<file path="src/rtl/shift_add_mult_sched.sv">
// rtl/shift_add_mult_sched.sv - round-robin shared shift-and-add multiplier for two requesters
// Optional SHIFT_ADD_EARLY_DONE_EN ends RUN once the remaining multiplier bits are all zero.
module shift_add_mult_sched #(
   parameter int M = 4,
   parameter int N = 4
) (
   input  logic         clk,
   input  logic         rst,
   input  logic         req0_valid,
   input  logic [M-1:0] req0_a,
   input  logic [N-1:0] req0_b,
   output logic         req0_ready,
   input  logic         req1_valid,
   input  logic [M-1:0] req1_a,
   input  logic [N-1:0] req1_b,
   output logic         req1_ready,
   output logic         res_valid,
   output logic         res_id,
   output logic [M+N-1:0] res_product,
   input  logic         res_ready,
   output logic         busy
);
   localparam int W  = M + N;
   localparam int CW = (N > 1) ? $clog2(N) : 1;

   typedef enum logic [1:0] {IDLE, RUN, DONE} state_t;

   state_t          state_q, state_d;
   logic            last_grant_q, last_grant_d;
   logic            id_q, id_d;
   logic [W-1:0]    a_q, a_d;
   logic [N-1:0]    b_q, b_d;
   logic [W-1:0]    acc_q, acc_d;
   logic [CW-1:0]   count_q, count_d;
   logic [W-1:0]    res_product_q, res_product_d;
   logic            res_id_q, res_id_d;
   logic            grant1;
   logic            last_iter;

   always_ff @(posedge clk) begin
      if (rst) begin
         state_q       <= IDLE;
         last_grant_q  <= 1'b1;
         id_q          <= 1'b0;
         a_q           <= '0;
         b_q           <= '0;
         acc_q         <= '0;
         count_q       <= '0;
         res_product_q <= '0;
         res_id_q      <= 1'b0;
      end else begin
         state_q       <= state_d;
         last_grant_q  <= last_grant_d;
         id_q          <= id_d;
         a_q           <= a_d;
         b_q           <= b_d;
         acc_q         <= acc_d;
         count_q       <= count_d;
         res_product_q <= res_product_d;
         res_id_q      <= res_id_d;
      end
   end

   always_comb begin
      state_d       = state_q;
      last_grant_d  = last_grant_q;
      id_d          = id_q;
      a_d           = a_q;
      b_d           = b_q;
      acc_d         = acc_q;
      count_d       = count_q;
      res_product_d = res_product_q;
      res_id_d      = res_id_q;
      last_iter     = 1'b0;

      // Requester 1 wins when alone, or on contention when requester 0 was served last.
      grant1     = req1_valid && (!req0_valid || !last_grant_q);
      req0_ready = (state_q == IDLE) && !rst && req0_valid && !grant1;
      req1_ready = (state_q == IDLE) && !rst && grant1;

      case (state_q)
         IDLE: begin
            if (req0_valid || req1_valid) begin
               a_d          = W'(grant1 ? req1_a : req0_a);
               b_d          = grant1 ? req1_b : req0_b;
               acc_d        = '0;
               count_d      = '0;
               id_d         = grant1;
               last_grant_d = grant1;
               state_d      = RUN;
            end
         end
         RUN: begin
`ifdef SHIFT_ADD_EARLY_DONE_EN
            if (b_q == '0) begin
               state_d       = DONE;
               res_product_d = acc_q;
               res_id_d      = id_q;
            end else begin
               acc_d     = acc_q + (b_q[0] ? a_q : '0);
               a_d       = a_q << 1;
               b_d       = b_q >> 1;
               count_d   = count_q + 1'b1;
               last_iter = (count_q == CW'(N - 1)) || ((b_q >> 1) == '0);
            end
`else
            acc_d     = acc_q + (b_q[0] ? a_q : '0);
            a_d       = a_q << 1;
            b_d       = b_q >> 1;
            count_d   = count_q + 1'b1;
            last_iter = (count_q == CW'(N - 1));
`endif
            if (last_iter) begin
               state_d       = DONE;
               res_product_d = acc_d;
               res_id_d      = id_q;
            end
         end
         DONE: begin
            if (res_ready) begin
               state_d = IDLE;
            end
         end
         default: state_d = IDLE;
      endcase
   end

   assign res_valid   = (state_q == DONE);
   assign res_id      = res_id_q;
   assign res_product = res_product_q;
   assign busy        = (state_q != IDLE);

endmodule

</file>
<file path="config.mk">
export PLATFORM = sky130hd
export DESIGN_NAME = shift_add_mult_sched
export DESIGN_NICKNAME = d
export VERILOG_FILES = /design/src/rtl/shift_add_mult_sched.sv
export SDC_FILE = /design/constraint.sdc
export NUM_CORES = 1
export LEC_CHECK = 0
export ABC_AREA = 1
export CORE_UTILIZATION = 45
export CTS_BUF_LIST = sky130_fd_sc_hd__clkbuf_4 sky130_fd_sc_hd__clkbuf_8
export DETAILED_ROUTE_END_ITERATION = 12
export HOLD_SLACK_MARGIN = 0.05
export PLACE_DENSITY = 0.81
export SKIP_LAST_GASP = 1
export SLEW_MARGIN = 20
export SYNTH_ARGS = -nofsm -noshare
export SYNTH_HDL_FRONTEND = slang
export SYNTH_SLANG_ARGS = --single-unit
export TNS_END_PERCENT = 5
</file>
<file path="constraint.sdc">
create_clock -name clk -period 1.79 [get_ports clk]
set_input_delay 0.358 -clock clk [delete_from_list [all_inputs] [get_ports clk]]
set_output_delay 0.358 -clock clk [all_outputs]
set_load 0.005 [all_outputs]
</file>
# ---- Yosys cells after proc, flatten, opt, wreduce, memory -nomap -nowiden
# Index checks and enable logic that the tools add are counted.
dict set report totals {
  reg_bits 35
  in_bits 21
  output_inout_bits 13
  elab_cells 50
}
dict set report classes {
  n_addsub 2
  n_eq_ne 6
  mux 15
  reduce_logical 18
}
# cell count
set ops {}
lappend ops {{8-bit case mux with 2 select lines} 2}
lappend ops {{8-bit 2-to-1 mux} 3}
lappend ops {{4-bit 2-to-1 mux} 3}
lappend ops {{8-bit adder} 1}
lappend ops {{2-bit 2-to-1 mux} 4}
lappend ops {{4-bit case mux with 2 select lines} 1}
lappend ops {{2-bit case mux with 3 select lines} 1}
lappend ops {{2-bit AND reduction} 3}
lappend ops {{1-bit logical AND} 5}
lappend ops {{2-bit == test (second input constant)} 2}
lappend ops {{1-bit zero test} 4}
lappend ops {{2-bit by 1-bit != test with 1-bit output (second input constant)} 2}
lappend ops {{2-bit case mux with 2 select lines} 1}
lappend ops {{2-bit nonzero test} 2}
lappend ops {{3-bit AND reduction} 1}
lappend ops {{2-bit by 1-bit adder with 2-bit output (second input constant)} 1}
lappend ops {{2-bit by 1-bit == test with 1-bit output (second input constant)} 1}
lappend ops {{2-bit zero test} 1}
lappend ops {{1-bit logical OR} 2}
lappend ops {{2-bit != test (second input constant)} 1}

# ---- Longest topological paths before layout
dict set report logic_depth {
  ltp_word 6
  mapped_depth 16
  depth_no_buf 15
}

# ---- Least setup slack after synthesis
# Ideal clock, no wire load.
dict set report synth_timing {
  kind {reg2reg}
  start {register b_q[0]}
  end {register acc_q[4]}
  arrival_ns 1.719
  t_required_ns 1.721
  setup_slack_ns 0.002
  path_stages_with_launch 14
  n_path_buf 1
  period_less_slack_ns 1.788
  cell_sequence {dfxtp_1 > buf_2 > nand2_1 > inv_1 > ha_1 > inv_1 > fa_1 > inv_1 > nand2_1 > nand2_1 > and2_1 > or2_0 > nand3_1 > a21oi_2}
}
dict set report synth_between {
  elab_chain_len 3
}
# element line_no
set synth_rtl {}
lappend synth_rtl {{from (decl)} 32} ;# logic [N-1:0] b_q, b_d;
lappend synth_rtl {{from (signal assigned)} 46} ;# b_q <= '0;
lappend synth_rtl {{from (signal assigned)} 56} ;# b_q <= b_d;
lappend synth_rtl {{8-bit 2-to-1 mux} 107} ;# acc_d = acc_q + (b_q[0] ? a_q : '0);
lappend synth_rtl {{8-bit adder} 107}
lappend synth_rtl {{8-bit case mux with 2 select lines} 81} ;# case (state_q)
lappend synth_rtl {{to (signal assigned)} 47} ;# acc_q <= '0;
lappend synth_rtl {{to (signal assigned)} 57} ;# acc_q <= acc_d;
lappend synth_rtl {{to (decl)} 33} ;# logic [W-1:0] acc_q, acc_d;
# No other way between the ends.
# A chain may end at the register's enable or synchronous reset.

# ---- Final worst setup path
dict set report layout_timing {
  start {register state_q[1]}
  end {output port res_valid}
}
dict set report layout_between {
  elab_chain_len 1
}
# element line_no
set layout_rtl {}
lappend layout_rtl {{from (decl)} 28} ;# state_t state_q, state_d;
lappend layout_rtl {{from (signal assigned)} 52} ;# state_q <= state_d;
lappend layout_rtl {{2-bit == test} 128} ;# assign res_valid = (state_q == DONE);
lappend layout_rtl {{to (decl)} 17} ;# output logic res_valid,
# No other way between the ends.

==> impl_metrics.tcl <==
set metrics [dict create \
    number_of_cells_produced_by_synthesis 263 \
    hpwlAfterDp_mm 3.02 \
    final_cell_count_no_fill 363 \
    synth.lib_cells_used.distinct 32 \
    global_route_wire_length_before_repair_mm 6.70 \
    floorplan_core_area_um2 4120 \
    max_clock_freq_mhz 571 \
    post-layout-total-power_mw 1.75 \
    mappedNetlistArea_um2 1990 \
    worst_pin_slew_ns 0.302 \
    cts-root-to-sink-buffers 2 \
    width_of_the_die_um 68.5 \
    cp_data_arrival_time_ns 1.39 \
    yosys.area_share.xor_xnor_pct 1.32 \
    synth_top_flop_cell "sky130_fd_sc_hd__dfxtp_1" \
    switching_portion_of_total_power_pct 26.8 \
    worst_setup_hold_path_clk_slew_ns 0.07 \
    synthSimpleGateAreaFrac_pct 27.4 \
    cell_at_the_slowest_stage_of_the_critical_path "sky130_fd_sc_hd__clkdlybuf4s50_1" \
    route.layer.met1.wl_mm 1.86 \
    yosysWarnings 0 \
    clock_tree.htree_level_count 2 \
    result_of_the_run "complete, no violations" \
    final_count_of_pins_violating_max_slew 0 \
    place.detailed.instances 351 \
    ff2ff_setup_slack_ns 0.06 \
    leakage_nw 1.19 \
    route.detailed.vias_per_inst 4.98 \
    hold_buffers 0 \
    cts_made_buffers 5 \
    grt_overflow 0 \
    groute.usage.overall_pct 19.4 \
    clock_sinks 35 \
    synth_mux_area_share_pct 0 \
    r2r_end "res_product[7]" \
    detailedRoute.firstIterationViolations 54 \
    worst_r2r_startpoint "b_q[0]" \
    io-pin-count 34 \
    timing_worst_setup_path_type "flip-flop to output port" \
    route.top_layer_used "met4" \
    cell_internal_pwr_mw 1.28 \
    wl_met2_mm 1.96 \
    number_of_rows_in_the_core_area 23 \
    chipHeight_um 68.5 \
    power-per-cell-area_nw_per_um2 683 \
    worst_hold_slack_ns 0.467 \
    seqPwrFrac_pct 48.0 \
    drive_gt1_share_pct 23.0 \
    number_of_global_route_vias_before_repair 1642 \
    ys_seq_area_share_pct 35.2 \
    synth_compound_area_share_pct 19.6 \
    routed-via-count 1809 \
    route.met3.wl_um 182 \
    grt_setup_unrepaired "yes" \
    port-buffer-count 33 \
    synth_area_per_cell_um2 7.56 \
    dieArea_um2 4690 \
    clock_power_share_pct 32.9 \
    initial_antenna_violation_count 0 \
    report.final.setup_viol 0 \
    crit_chain "inv_2, nor2_1, clkdlybuf4s50_1" \
    num_antenna_cells 0 \
    tritoncts "yes" \
    worstSkewPairLatency_ns 0.29 \
    crit_path_max_fanout 2 \
    worst_clock_skew_ns 0.00778 \
    cp.required_ns 1.43 \
    effective_utilization_at_floorplan_pct 48.3 \
    hold_viol 0 \
    maxSlewHeadroom_pct 79.9 \
    reg2reg_depth 11 \
    vdd_drop_max_v 0.000384 \
    synth_enable_flop_cells 0 \
    grt_start_max_net_pins 23 \
    area_delta_synth_final_pct 28.6 \
    synth-seq-cells 35 \
    timing.critical_path.from "state_q[1]" \
    final_min_period_over_clock_period_pct 97.8 \
    start_kind "flip-flop" \
    cpPeakStageDelay_ns 0.52 \
    synth_adder_area_share_pct 6.04 \
    synth-async-reset-ratio_pct 0 \
    drc_errors 0 \
    power_frac_comb_pct 19.1 \
    setup.worst_path.end_class "output port" \
    ctsRootBufferMaster "sky130_fd_sc_hd__clkbuf_8" \
    timing.hold.worst.class "flip-flop to flip-flop" \
    postRouteWirelength_mm 4.05 \
    detail_route.first_pass.iterations 4 \
    ant_nets 0 \
    synthesis.nets 293 \
    routed_wire_length_per_instance_um 11.1 \
    total_switching_power_uw 468 \
    gp_congestion 0.784 \
    cap_violations 0 \
    layout.nets 342 \
    worst_setup_path_endpoint "res_valid" \
    timing.final.crit_period_ns 1.75 \
    synth_top_family_by_area "simple AND/OR/NAND/NOR gates" \
]
[through the flow]
step | setup WS (ns) | instance area, um2 | utilization, % | TNS, ns
global placement | -0.218 | 2430 | 59.0 | -0.419
finish | 0.0395 | 2560 | 62.1 | 0
floorplan | 0.00151 | 1990 | - | 0
detailed placement | -0.254 | 2430 | 59.0 | -0.480
global route | -0.126 | 2560 | 62.1 | -0.652
CTS | -0.0308 | 2550 | 61.9 | -0.0791
[synthesized netlist by cell type (2+ instances only)]
master | n | area [um2]
sky130_fd_sc_hd__buf_8 | 2 | 30.0
sky130_fd_sc_hd__nand2_1 | 61 | 229
sky130_fd_sc_hd__a21oi_2 | 10 | 87.6
sky130_fd_sc_hd__nand3b_1 | 3 | 22.5
sky130_fd_sc_hd__clkbuf_1 | 3 | 11.3
sky130_fd_sc_hd__buf_2 | 2 | 10.0
sky130_fd_sc_hd__or2_0 | 2 | 12.5
sky130_fd_sc_hd__o21bai_1 | 3 | 22.5
sky130_fd_sc_hd__ha_1 | 8 | 100
sky130_fd_sc_hd__nand3_1 | 13 | 65.1
sky130_fd_sc_hd__o21ai_0 | 8 | 40.0
sky130_fd_sc_hd__xor2_1 | 3 | 26.3
sky130_fd_sc_hd__a21oi_1 | 27 | 135
sky130_fd_sc_hd__o21a_1 | 3 | 22.5
sky130_fd_sc_hd__nand2_4 | 2 | 22.5
sky130_fd_sc_hd__nand2_2 | 14 | 87.6
sky130_fd_sc_hd__inv_1 | 28 | 105
sky130_fd_sc_hd__o211ai_1 | 8 | 60.1
sky130_fd_sc_hd__nor2_1 | 6 | 22.5
sky130_fd_sc_hd__or2_2 | 8 | 50.1
sky130_fd_sc_hd__inv_2 | 4 | 15.0
sky130_fd_sc_hd__dfxtp_1 | 35 | 701
[layer usage]
| metal | vias to the layer above | track usage, % |
|---|---|---|
| met4 | 0 | 7.81 |
| met2 | 45 | 34.2 |
| met1 | 815 | 22.5 |
| li1 | 946 | - |
| met5 | - | 0 |
| met3 | 3 | 4.00 |
[area by class of cell]
class / count / area [um2]
fillers: 358 / 1560
multi-input cells: 185 / 1090
flip-flops and latches: 35 / 701
repair buffers: 51 / 475
inverters: 34 / 138
clock buffers: 7 / 83.8
well taps: 50 / 62.6
clock inverters: 1 / 5.00
[worst min path at each step]
stage	startpoint	end	slack, ns	cells after the start
floorplan	rst	acc_q[1]	0.42	1
global placement	res_product[2]	res_product[2]	0.45	2
detailed placement	a_q[7]	a_q[7]	0.46	2
CTS	a_q[7]	a_q[7]	0.47	2
global route	res_product[0]	res_product[0]	0.49	2
finish	a_q[7]	a_q[7]	0.47	2
[repair_timing]
item,in CTS,in global routing
pin swaps,2,0
buffers inserted,4,0
resized for setup,5,5
setup endpoints to repair,4,17
[cell families (layout without fill, tap and decap cells)]
kind of cell / Yosys count / after routing
AND/OR/NAND/NOR: 112 / 112
XOR/XNOR: 3 / 3
flip-flops: 35 / 35
AO/OA/AOI/OAI: 61 / 61
adder cells (fa/ha/maj): 9 / 9
buffers and inverters: 43 / 93
[power groups by stage]
| stage | Clock (mW) | Sequential (mW) | Combinational (mW) |
|---|---|---|---|
| floorplan | 0 | 0.851 | 0.210 |
| global placement | 0 | 0.854 | 0.319 |
| detailed placement | 0 | 0.855 | 0.326 |
| CTS | 0.597 | 0.839 | 0.333 |
| global route | 0.619 | 0.843 | 0.369 |
| finish | 0.575 | 0.839 | 0.334 |
[sequential cells by signal, indices dropped and copies added (netlist names)]
register      flops
a_q               8
acc_q             8
res_product       8
b_q               4
count_q           2
state_q           2
id_q              1
last_grant_q      1
res_id            1
[worst max-delay path: cells and delay by family, from the launching register on]
kind	cells	cell delay, ns
simple gates	1	0.12
flops	1	0.39
buf+inv	2	0.59
[placed cells by master (no fill, tap or decap)]
cell type                         netlist  layout
sky130_fd_sc_hd__clkdlybuf4s50_1        0      28
sky130_fd_sc_hd__inv_2                  4       4
sky130_fd_sc_hd__o21ai_0                8       8
sky130_fd_sc_hd__nand2_4                2       2
sky130_fd_sc_hd__dlygate4sd2_1          0       4
sky130_fd_sc_hd__a21oi_2               10      10
sky130_fd_sc_hd__o21a_1                 3       3
sky130_fd_sc_hd__dlymetal6s2s_1         0       1
sky130_fd_sc_hd__o21ai_4                1       1
sky130_fd_sc_hd__nor2_8                 1       1
sky130_fd_sc_hd__o21ai_1                1       1
sky130_fd_sc_hd__fa_2                   0       1
sky130_fd_sc_hd__inv_8                  1       1
sky130_fd_sc_hd__and2_1                 1       1
sky130_fd_sc_hd__xor2_1                 3       3
sky130_fd_sc_hd__or2_1                  0       1
sky130_fd_sc_hd__ha_2                   0       1
sky130_fd_sc_hd__clkbuf_4               0       2
sky130_fd_sc_hd__clkbuf_8               0       5
sky130_fd_sc_hd__nor2_1                 6       6
sky130_fd_sc_hd__nand3_1               13      13
sky130_fd_sc_hd__nand2_2               14      15
sky130_fd_sc_hd__buf_4                  1      17
sky130_fd_sc_hd__clkinv_2               0       1
sky130_fd_sc_hd__inv_4                  1       1
sky130_fd_sc_hd__ha_1                   8       7
sky130_fd_sc_hd__nand3b_1               3       3
sky130_fd_sc_hd__o211ai_1               8       8
sky130_fd_sc_hd__dfxtp_1               35      35
sky130_fd_sc_hd__o21bai_1               3       3
sky130_fd_sc_hd__a21oi_1               27      27
sky130_fd_sc_hd__inv_1                 28      28
sky130_fd_sc_hd__or2_2                  8       8
sky130_fd_sc_hd__nor2_4                 0       1
sky130_fd_sc_hd__or2_0                  2       1
sky130_fd_sc_hd__nand2_1               61      60
sky130_fd_sc_hd__buf_12                 0       1
Power figures use the tool's default switching activity.
